File: src/rtl/pong_game_ctrl.sv
// Pong game controller: serve countdown, ball motion, paddle/wall bounces and scoring.
// Everything advances on frame_tick; all outputs come straight from registers.
module pong_game_ctrl #(
  parameter int unsigned H_VIS        = 640,
  parameter int unsigned V_VIS        = 480,
  parameter int unsigned PADDLE_SIZE  = 40,
  parameter int unsigned BALL_SIZE    = 6,
  parameter int unsigned SERVE_FRAMES = 60,
  parameter int unsigned WIN_SCORE    = 9
) (
  input  logic       clk,
  input  logic       rst_n,
  input  logic       frame_tick,
  input  logic [8:0] pos_l,
  input  logic [8:0] pos_r,
  input  logic       serve,
  output logic [9:0] ball_x,
  output logic [8:0] ball_y,
  output logic       ball_en,
  output logic [3:0] score_l,
  output logic [3:0] score_r,
  output logic [1:0] state
);

  localparam logic [1:0] S_IDLE  = 2'b00;
  localparam logic [1:0] S_SERVE = 2'b01;
  localparam logic [1:0] S_PLAY  = 2'b10;
  localparam logic [1:0] S_OVER  = 2'b11;

  localparam int unsigned CNT_W = $clog2(SERVE_FRAMES + 1);

  localparam logic [CNT_W-1:0] CNT_LOAD = CNT_W'(SERVE_FRAMES);
  localparam logic [CNT_W-1:0] CNT_ONE  = CNT_W'(1);
  localparam logic [9:0] X_CTR    = 10'(H_VIS / 2 - BALL_SIZE / 2);
  localparam logic [8:0] Y_CTR    = 9'(V_VIS / 2 - BALL_SIZE / 2);
  localparam logic [8:0] Y_BOT    = 9'(V_VIS - BALL_SIZE);
  localparam logic [9:0] BS10     = 10'(BALL_SIZE);
  localparam logic [9:0] HALF_PAD = 10'(PADDLE_SIZE / 2);
  localparam logic [9:0] X_L_LO   = 10'd10;
  localparam logic [9:0] X_L_HI   = 10'd16;
  localparam logic [9:0] X_L_MISS = 10'd2;
  localparam logic [9:0] X_R_LO   = 10'(H_VIS - 16);
  localparam logic [9:0] X_R_HI   = 10'(H_VIS - 10);
  localparam logic [9:0] X_R_MISS = 10'(H_VIS - 2);
  localparam logic [9:0] X_STEP   = 10'd2;
  localparam logic [8:0] Y_STEP   = 9'd1;
  localparam logic [3:0] WIN_S    = 4'(WIN_SCORE);
  localparam logic [3:0] SCORE_1  = 4'd1;

  logic             serve_q;
  logic [CNT_W-1:0] cnt;
  logic             dx;  // 1 = moving right
  logic             dy;  // 1 = moving down

  logic [1:0]       nxt_state;
  logic [9:0]       nxt_x;
  logic [8:0]       nxt_y;
  logic             nxt_en;
  logic [3:0]       nxt_sl;
  logic [3:0]       nxt_sr;
  logic [CNT_W-1:0] nxt_cnt;
  logic             nxt_dx;
  logic             nxt_dy;

  logic       serve_ev;
  logic       ovl_l;
  logic       ovl_r;
  logic       miss_l;
  logic       miss_r;
  logic [9:0] x_right;
  logic [9:0] hx;
  logic       hdx;
  logic [8:0] vy;
  logic       vdy;

  // Vertical overlap of the ball with a paddle; paddle top clamps at line 0.
  function automatic logic overlap(input logic [8:0] y, input logic [8:0] pos);
    logic [9:0] top;
    logic [9:0] bot;
    logic [9:0] y10;
    y10 = {1'b0, y};
    top = ({1'b0, pos} >= HALF_PAD) ? ({1'b0, pos} - HALF_PAD) : 10'd0;
    bot = {1'b0, pos} + HALF_PAD;
    return ((y10 + BS10) > top) && (y10 < bot);
  endfunction

  always_ff @(posedge clk) begin
    if (!rst_n) begin
      state   <= S_IDLE;
      ball_x  <= X_CTR;
      ball_y  <= Y_CTR;
      ball_en <= 1'b0;
      score_l <= 4'd0;
      score_r <= 4'd0;
      cnt     <= '0;
      dx      <= 1'b1;
      dy      <= 1'b1;
      serve_q <= 1'b0;
    end else begin
      state   <= nxt_state;
      ball_x  <= nxt_x;
      ball_y  <= nxt_y;
      ball_en <= nxt_en;
      score_l <= nxt_sl;
      score_r <= nxt_sr;
      cnt     <= nxt_cnt;
      dx      <= nxt_dx;
      dy      <= nxt_dy;
      serve_q <= serve;
    end
  end

  always_comb begin
    nxt_state = state;
    nxt_x     = ball_x;
    nxt_y     = ball_y;
    nxt_en    = ball_en;
    nxt_sl    = score_l;
    nxt_sr    = score_r;
    nxt_cnt   = cnt;
    nxt_dx    = dx;
    nxt_dy    = dy;
    serve_ev  = serve & ~serve_q;
    ovl_l     = overlap(ball_y, pos_l);
    ovl_r     = overlap(ball_y, pos_r);
    x_right   = ball_x + BS10;
    miss_l    = 1'b0;
    miss_r    = 1'b0;
    hx        = ball_x;
    hdx       = dx;
    vy        = ball_y;
    vdy       = dy;

    case (state)
      S_IDLE: begin
        nxt_en = 1'b0;
        if (serve_ev) begin
          nxt_state = S_SERVE;
          nxt_cnt   = CNT_LOAD;
          nxt_x     = X_CTR;
          nxt_y     = Y_CTR;
        end
      end
      S_SERVE: begin
        nxt_x  = X_CTR;
        nxt_y  = Y_CTR;
        nxt_en = 1'b0;
        if (frame_tick) begin
          if (cnt == '0) begin
            nxt_state = S_PLAY;
            nxt_en    = 1'b1;
          end else begin
            nxt_cnt = cnt - CNT_ONE;
          end
        end
      end
      S_PLAY: begin
        if (frame_tick) begin
          // Vertical move with wall bounce applied in the same update.
          if (!dy) begin
            if (ball_y == 9'd0) begin
              vy  = Y_STEP;
              vdy = 1'b1;
            end else begin
              vy = ball_y - Y_STEP;
            end
          end else if (ball_y >= Y_BOT) begin
            vy  = ball_y - Y_STEP;
            vdy = 1'b0;
          end else begin
            vy = ball_y + Y_STEP;
          end

          // Horizontal move: paddle hit takes priority over a miss.
          if (!dx) begin
            if (ball_x >= X_L_LO && ball_x <= X_L_HI && ovl_l) begin
              hdx = 1'b1;
              hx  = ball_x + X_STEP;
            end else if (ball_x < X_L_MISS) begin
              miss_l = 1'b1;
            end else begin
              hx = ball_x - X_STEP;
            end
          end else begin
            if (x_right >= X_R_LO && x_right <= X_R_HI && ovl_r) begin
              hdx = 1'b0;
              hx  = ball_x - X_STEP;
            end else if (x_right >= X_R_MISS) begin
              miss_r = 1'b1;
            end else begin
              hx = ball_x + X_STEP;
            end
          end

          nxt_x  = hx;
          nxt_dx = hdx;
          nxt_y  = vy;
          nxt_dy = vdy;

          // Point scored: recentre and serve toward the player who conceded.
          if (miss_l || miss_r) begin
            nxt_x  = X_CTR;
            nxt_y  = Y_CTR;
            nxt_en = 1'b0;
            if (miss_l) begin
              nxt_sr = score_r + SCORE_1;
              nxt_dx = 1'b0;
            end else begin
              nxt_sl = score_l + SCORE_1;
              nxt_dx = 1'b1;
            end
            if ((miss_l && (score_r + SCORE_1) == WIN_S) ||
                (miss_r && (score_l + SCORE_1) == WIN_S)) begin
              nxt_state = S_OVER;
            end else begin
              nxt_state = S_SERVE;
              nxt_cnt   = CNT_LOAD;
            end
          end
        end
      end
      S_OVER: begin
        nxt_en = 1'b0;
        if (serve_ev) begin
          nxt_state = S_SERVE;
          nxt_cnt   = CNT_LOAD;
          nxt_sl    = 4'd0;
          nxt_sr    = 4'd0;
          nxt_x     = X_CTR;
          nxt_y     = Y_CTR;
        end
      end
      default: nxt_state = S_IDLE;
    endcase
  end

endmodule

File: config.mk
export PLATFORM = sky130hd
export DESIGN_NAME = pong_game_ctrl
export DESIGN_NICKNAME = d
export VERILOG_FILES = /design/src/rtl/pong_game_ctrl.sv
export SDC_FILE = /design/constraint.sdc
export NUM_CORES = 1
export LEC_CHECK = 0
export CAP_MARGIN = 20
export CORE_MARGIN = 2
export CORE_UTILIZATION = 57
export CTS_BUF_LIST = sky130_fd_sc_hd__clkbuf_16
export DETAILED_ROUTE_END_ITERATION = 8
export GPL_ROUTABILITY_DRIVEN = 1
export PLACE_DENSITY = 0.91
export SYNTH_ARGS = -nofsm -noshare
export SYNTH_HDL_FRONTEND = slang
export SYNTH_SLANG_ARGS = --single-unit
File: constraint.sdc
create_clock -name clk -period 5.57 [get_ports clk]
set_clock_uncertainty 0.15 [all_clocks]
set_input_delay 1.671 -clock clk [delete_from_list [all_inputs] [get_ports clk]]
set_output_delay 1.671 -clock clk [all_outputs]
set_load 0.005 [all_outputs]
==> out/qor.csv, run 1 <==
metric;value;unit
I/O Buffers;51;
# clock sinks;39;
Placed Area;0.00489;mm2
sequential element share of the synthesized area;18.3;%
total power;1.43;mW
TritonCTS Buffers;5;
IO Count;52;
n_diodes;0;
fin crit period;5470;ps
crit path DAT;5540;ps
Final WS setup;95.9;ps
CTS clk-pin slew, worst paths;60;ps
CP Data Required Time;5630;ps
Die Ht;90.5;um
MaxCap Viol Count;0;
Slew Limit Fails;0;
post-synth top area share;18.3;%
H-tree levels;2;
DR vias/cell;6.37;
largest net degree at the start of global routing;22;
worst reg2reg setup slack;1270;ps
P_leak;2.11;nW
DRC Markers;0;
Reg area;781;um2
Starting DRT DRC Count;342;
top post-synthesis cells by area;dfxtp_1 (18%), ha_1 (18%), nor2_1 (4.6%);
DP Cell Count;710;
CTS Hold Buffers Added;0;
syn_nets;649;
total track usage;29.1;%
maximum VDD drop;0.000255;V
Root Buffer;clkbuf_16;
RD Place Congestion;0.938;
fin cells;718;
Unique masters post-synth;67;
Die Wd;90.5;um
later-pin clock latency in the skew report;290;ps
CTS tree;yes;
commonest non-fill, non-tap cells in the layout;ha_1 (61), nor2_1 (52), nand2_1 (51), clkdlybuf4s50_1 (51), dfxtp_1 (39);
most common cell after layout, fill and taps aside;ha_1;
First-pass DRT Iterations;5;
final instance area;0.00514;mm2
vias;4572;
synthesized flop and latch total;39;
crit end category;flip-flop;
core area;0.00725;mm2
syn_area_per_cell;7.53;um2
Post-synth EDFFs;0;
CTS max path bufs;2;
synthesized area;0.00426;mm2
FILL cells;555;
CP max FO;8;
async set-reset flop share out of synthesis;0;%
number of global-route vias before repair;4447;
Hold/Removal Path Class;reg -> reg;
multi-input logic area;0.00326;mm2
Post-synth top flop;dfxtp_1;
post-DR wirelength/cell;17.1;um
Rows;31;
initial core utilization;58.8;%
final wirelength;12.3;mm
layout net count;701;
Worst R2R End;ball_x[2]$_SDFFE_PN1P_;
Mapped Cells;566;
Hold Fails Final Rpt;0;
Hold Startpoint;ball_x[0]$_SDFFE_PN1P_;
Final Cycle Share;98.3;%
Post-Route Utilization;70.8;%
worst setup path startpoint;pos_r[2];
grt total ovfl;0;
critical path endpoint;ball_x[8]$_SDFFE_PN1P_;
Layout area overhead;20.6;%
critical path class;in -> reg;
initial antenna violation count;0;
Slew @ Worst Pin;697;ps
area leader, netlist;dfxtp_1;
max frequency;183;MHz
Final ANT Viol Nets;0;
worst hold slack;324;ps
dpl ws;-266;ps
critical path startpoint category;input port;
total power density per cell area;278;mW/mm2
final setup vio count;0;
setup TNS;0;ps
first-pass GRT wire length;20.0;mm
Synthesis Warnings;0;
reg2reg path depth;13;
dpl hpwl;8.73;mm
status;finished, final reports clean;
Die ar.;0.00818;mm2
fraction of layout cells with a size suffix above 1;8.24;%
Rel. slew slack;53.1;%
Crit Reg-Reg Startpoint;ball_y[1]$_SDFFE_PN0P_;
## worst max-delay path, stage by stage
cell,delay [ps]
clkdlybuf4s50_1,440
inv_2,80
ha_1,160
inv_1,60
a21oi_2,160
or3b_4,400
or3_4,440
nand2_1,80
ha_1,240
a21o_1,190
a21o_1,190
a211oi_2,230
buf_4,160
a2111oi_4,30
buf_4,190
or4_4,450
a21oi_4,170
mux2i_1,200
## cell usage after synthesis (4+ instances only)
| library cell | number |
|---|---|
| a211oi_1 | 9 |
| a21o_1 | 10 |
| a21oi_1 | 34 |
| a22oi_1 | 4 |
| a31oi_1 | 9 |
| and2_1 | 7 |
| and3_1 | 7 |
| clkbuf_1 | 17 |
| dfxtp_1 | 39 |
| ha_1 | 61 |
| inv_1 | 31 |
| mux2i_1 | 8 |
| nand2_1 | 51 |
| nand2b_1 | 8 |
| nand3_1 | 32 |
| nand4_1 | 9 |
| nor2_1 | 52 |
| nor2b_1 | 5 |
| nor3_1 | 14 |
| nor3b_1 | 5 |
| nor4_1 | 4 |
| o211ai_1 | 4 |
| o21ai_0 | 37 |
| o311ai_0 | 5 |
| or3_1 | 7 |
| or4_1 | 7 |
| xnor2_1 | 13 |
| xor2_1 | 18 |
## power breakdown
part,total (mW),leakage [nW],internal (mW),switching [mW]
sequential,0.388,0.317,0.317,0.0709
combinational,0.665,1.71,0.295,0.370
clock,0.375,0.0900,0.257,0.119
total,1.43,2.11,0.869,0.559
## area by class of cell
type	count	area share (%)
Multi-Input combinational cell	469	63.5
Sequential cell	39	15.2
Timing Repair Buffer	71	12.9
Clock buffer	5	2.43
Tap cell	99	2.41
Inverter	32	2.34
Clock inverter	3	1.31
## cell families (layout without fill, tap and decap cells)
group           Yosys count  count (layout)  synth area share (%)
compound gates          145             145                  22.5
xor+xnor                 31              31                  6.37
fa+ha+maj                61              61                  17.9
buf+inv                  58             111                  6.40
flops                    39              39                  18.3
mux                       8               8                  1.88
simple gates            224             224                  26.6
## worst min path at each step
stage / slack [ps] / depth (start not counted) / end
6_report: 320 / 1 / ball_x[0]$_SDFFE_PN1P_
5_1_grt: 350 / 1 / ball_x[0]$_SDFFE_PN1P_
4_1_cts: 330 / 1 / ball_x[0]$_SDFFE_PN1P_
3_5_place_dp: 310 / 1 / ball_x[0]$_SDFFE_PN1P_
3_3_place_gp: 300 / 1 / ball_x[0]$_SDFFE_PN1P_
2_1_floorplan: 300 / 1 / ball_x[0]$_SDFFE_PN1P_
## sequential cells by signal (all words and copies together), names as in the netlist
name,flops
dx,1
score_r,4
cnt,6
dy,1
state,2
ball_en,1
serve_q,1
ball_y,9
ball_x,10
score_l,4
## routing by layer
layer  track usage [%]  up-vias  wire length (um)
li1                  -     2157                 -
met3              4.42       56               848
met4              14.6        0               510
met2              51.3      229              6060
met1              34.1     2130              4860
met5                 0        -                 0
## what timing repair did
action | 4_1_cts | 5_1_grt
resized for setup | 1 | 10
buffers inserted | 0 | 1
pin swaps | 0 | 4
endpoints found under the setup margin | 2 | 5
(Power assumes the default switching activity.)
==> inputs of run 2 (changes only) <==
--- a/config.mk
+++ b/config.mk
@@ -7,11 +7,12 @@
 export LEC_CHECK = 0
 export CAP_MARGIN = 20
 export CORE_MARGIN = 2
-export CORE_UTILIZATION = 57
+export CORE_UTILIZATION = 53
 export CTS_BUF_LIST = sky130_fd_sc_hd__clkbuf_16
 export DETAILED_ROUTE_END_ITERATION = 8
 export GPL_ROUTABILITY_DRIVEN = 1
-export PLACE_DENSITY = 0.91
+export PLACE_DENSITY = 0.87
+export SKIP_LAST_GASP = 1
 export SYNTH_ARGS = -nofsm -noshare
 export SYNTH_HDL_FRONTEND = slang
 export SYNTH_SLANG_ARGS = --single-unit
==> run 2 against run 1 <==
Net effect: die area up 7.2%; global-route usage down 2.4 points; setup slack better by 73 ps; critical path type unchanged.
==> out/qor.csv, run 2 (synthesis results as in run 1) <==
metric;value;unit
status;finished, final reports clean;
Post-Route Utilization;65.7;%
total power density per cell area;276;mW/mm2
P_leak;2.09;nW
max reg flops;10;
met1 Use GR;33.4;%
M2 GR Usage;47.0;%
Starting DRT DRC Count;314;
vias;4534;
crit path DAT;5400;ps
fin cells;717;
met3 Use GR;2.81;%
crit end category;flip-flop;
dpl hpwl;8.89;mm
Root Buffer;clkbuf_16;
critical path class;in -> reg;
# clock sinks;39;
grt total ovfl;0;
number of global-route vias before repair;4319;
RD Place Congestion;0.883;
CP max FO;8;
Hold/Removal Path Class;reg -> reg;
CTS clk-pin slew, worst paths;60;ps
DRC Markers;0;
Die Ht;93.7;um
RSZ-0062 raised after global routing;no;
DR vias/cell;6.32;
CTS max path bufs;2;
Die Wd;93.7;um
Hold Fails Final Rpt;0;
First-pass DRT Iterations;6;
MaxCap Viol Count;0;
final setup vio count;0;
total track usage;26.7;%
Layout area overhead;19.8;%
maximum VDD drop;0.000350;V
core area;0.00777;mm2
most common cell after layout, fill and taps aside;ha_1;
post-DR wirelength/cell;16.5;um
Rel. slew slack;46.5;%
CTS Hold Buffers Added;0;
initial antenna violation count;0;
Reg area;781;um2
final wirelength;11.8;mm
multi-input logic area;0.00325;mm2
max frequency;185;MHz
n_diodes;0;
layout net count;697;
FILL cells;631;
TritonCTS Buffers;5;
H-tree levels;2;
first-pass GRT wire length;19.3;mm
CP Data Required Time;5570;ps
IO Count;52;
total power;1.41;mW
Slew @ Worst Pin;795;ps
fin crit period;5400;ps
critical path startpoint category;input port;
Slew Limit Fails;0;
initial core utilization;54.9;%
Final Cycle Share;97.0;%
setup TNS;0;ps
Top reg by flops;ball_x;
Die ar.;0.00877;mm2
DP Cell Count;709;
largest net degree at the start of global routing;22;
later-pin clock latency in the skew report;290;ps
Final ANT Viol Nets;0;
commonest non-fill, non-tap cells in the layout;ha_1 (60), nor2_1 (52), nand2_1 (51), clkdlybuf4s50_1 (51), dfxtp_1 (39);
fraction of layout cells with a size suffix above 1;7.64;%
GRT busiest layer;met2;
biggest regs;ball_x (10), ball_y (9), cnt (6);
Rows;32;
I/O Buffers;51;
CTS tree;yes;
run 2: power by group:
group	internal, mW	total, mW	switching, mW	leakage (nW)
logic	0.288	0.647	0.359	1.69
clock network	0.257	0.373	0.117	0.0900
registers	0.317	0.388	0.0704	0.317
run 2: through the flow:
stage | instance area, um2 | setup WS [ps] | hold WS (ps)
after floorplan | 4260 | 406 | 301
after global placement | 4870 | -128 | 306
after detailed placement | 4870 | -323 | 304
after CTS | 5060 | -53.4 | 321
after global routing | 5100 | 5.38 | 355
final | 5100 | 169 | 316
run 2: what timing repair did:
| item | 4_1_cts | 5_1_grt |
|---|---|---|
| resized for setup | 0 | 10 |
| pin swaps | 0 | 4 |
| setup endpoints to repair | 2 | 6 |
| setup buffers | 0 | 0 |
run 2: worst paths after layout:
path / startpoint / endpoint / slack [ps] / cells past startpoint
worst min-delay path: ball_x[0]$_SDFFE_PN1P_ / ball_x[0]$_SDFFE_PN1P_ / 320 / 1
worst min register to register: ball_x[0]$_SDFFE_PN1P_ / ball_x[0]$_SDFFE_PN1P_ / 320 / 1
worst max-delay path: pos_r[3] / ball_x[2]$_SDFFE_PN1P_ / 170 / 17
worst max register to register: ball_y[1]$_SDFFE_PN0P_ / ball_x[2]$_SDFFE_PN1P_ / 1300 / 13
run 2: critical path, cell delays in order:
cell and delay (ps):
clkdlybuf4s50_1 430, inv_2 80, ha_2 180, inv_1 50, a21oi_2 140, or3b_2 470
or3_4 450, nand2_1 80, ha_1 240, buf_4 150, a21oi_1 160, a31oi_1 120
a211oi_2 290, a2111oi_4 130, or3_1 360, a211oi_1 290, o21ai_1 100
run 2: routing by layer:
layer | routed length [um] | share of wire (%)
met5 | 0 | 0
met4 | 354 | 3.0
met3 | 758 | 6.4
met2 | 5720 | 48
met1 | 5000 | 42
run 2: area by class of cell:
type                            instances  share of cell area, %
Multi-Input combinational cell        469                   63.7
Sequential cell                        39                   15.3
Timing Repair Buffer                   67                   12.4
Tap cell                              102                   2.50
Clock buffer                            5                   2.45
Inverter                               32                   2.35
Clock inverter                          3                   1.32
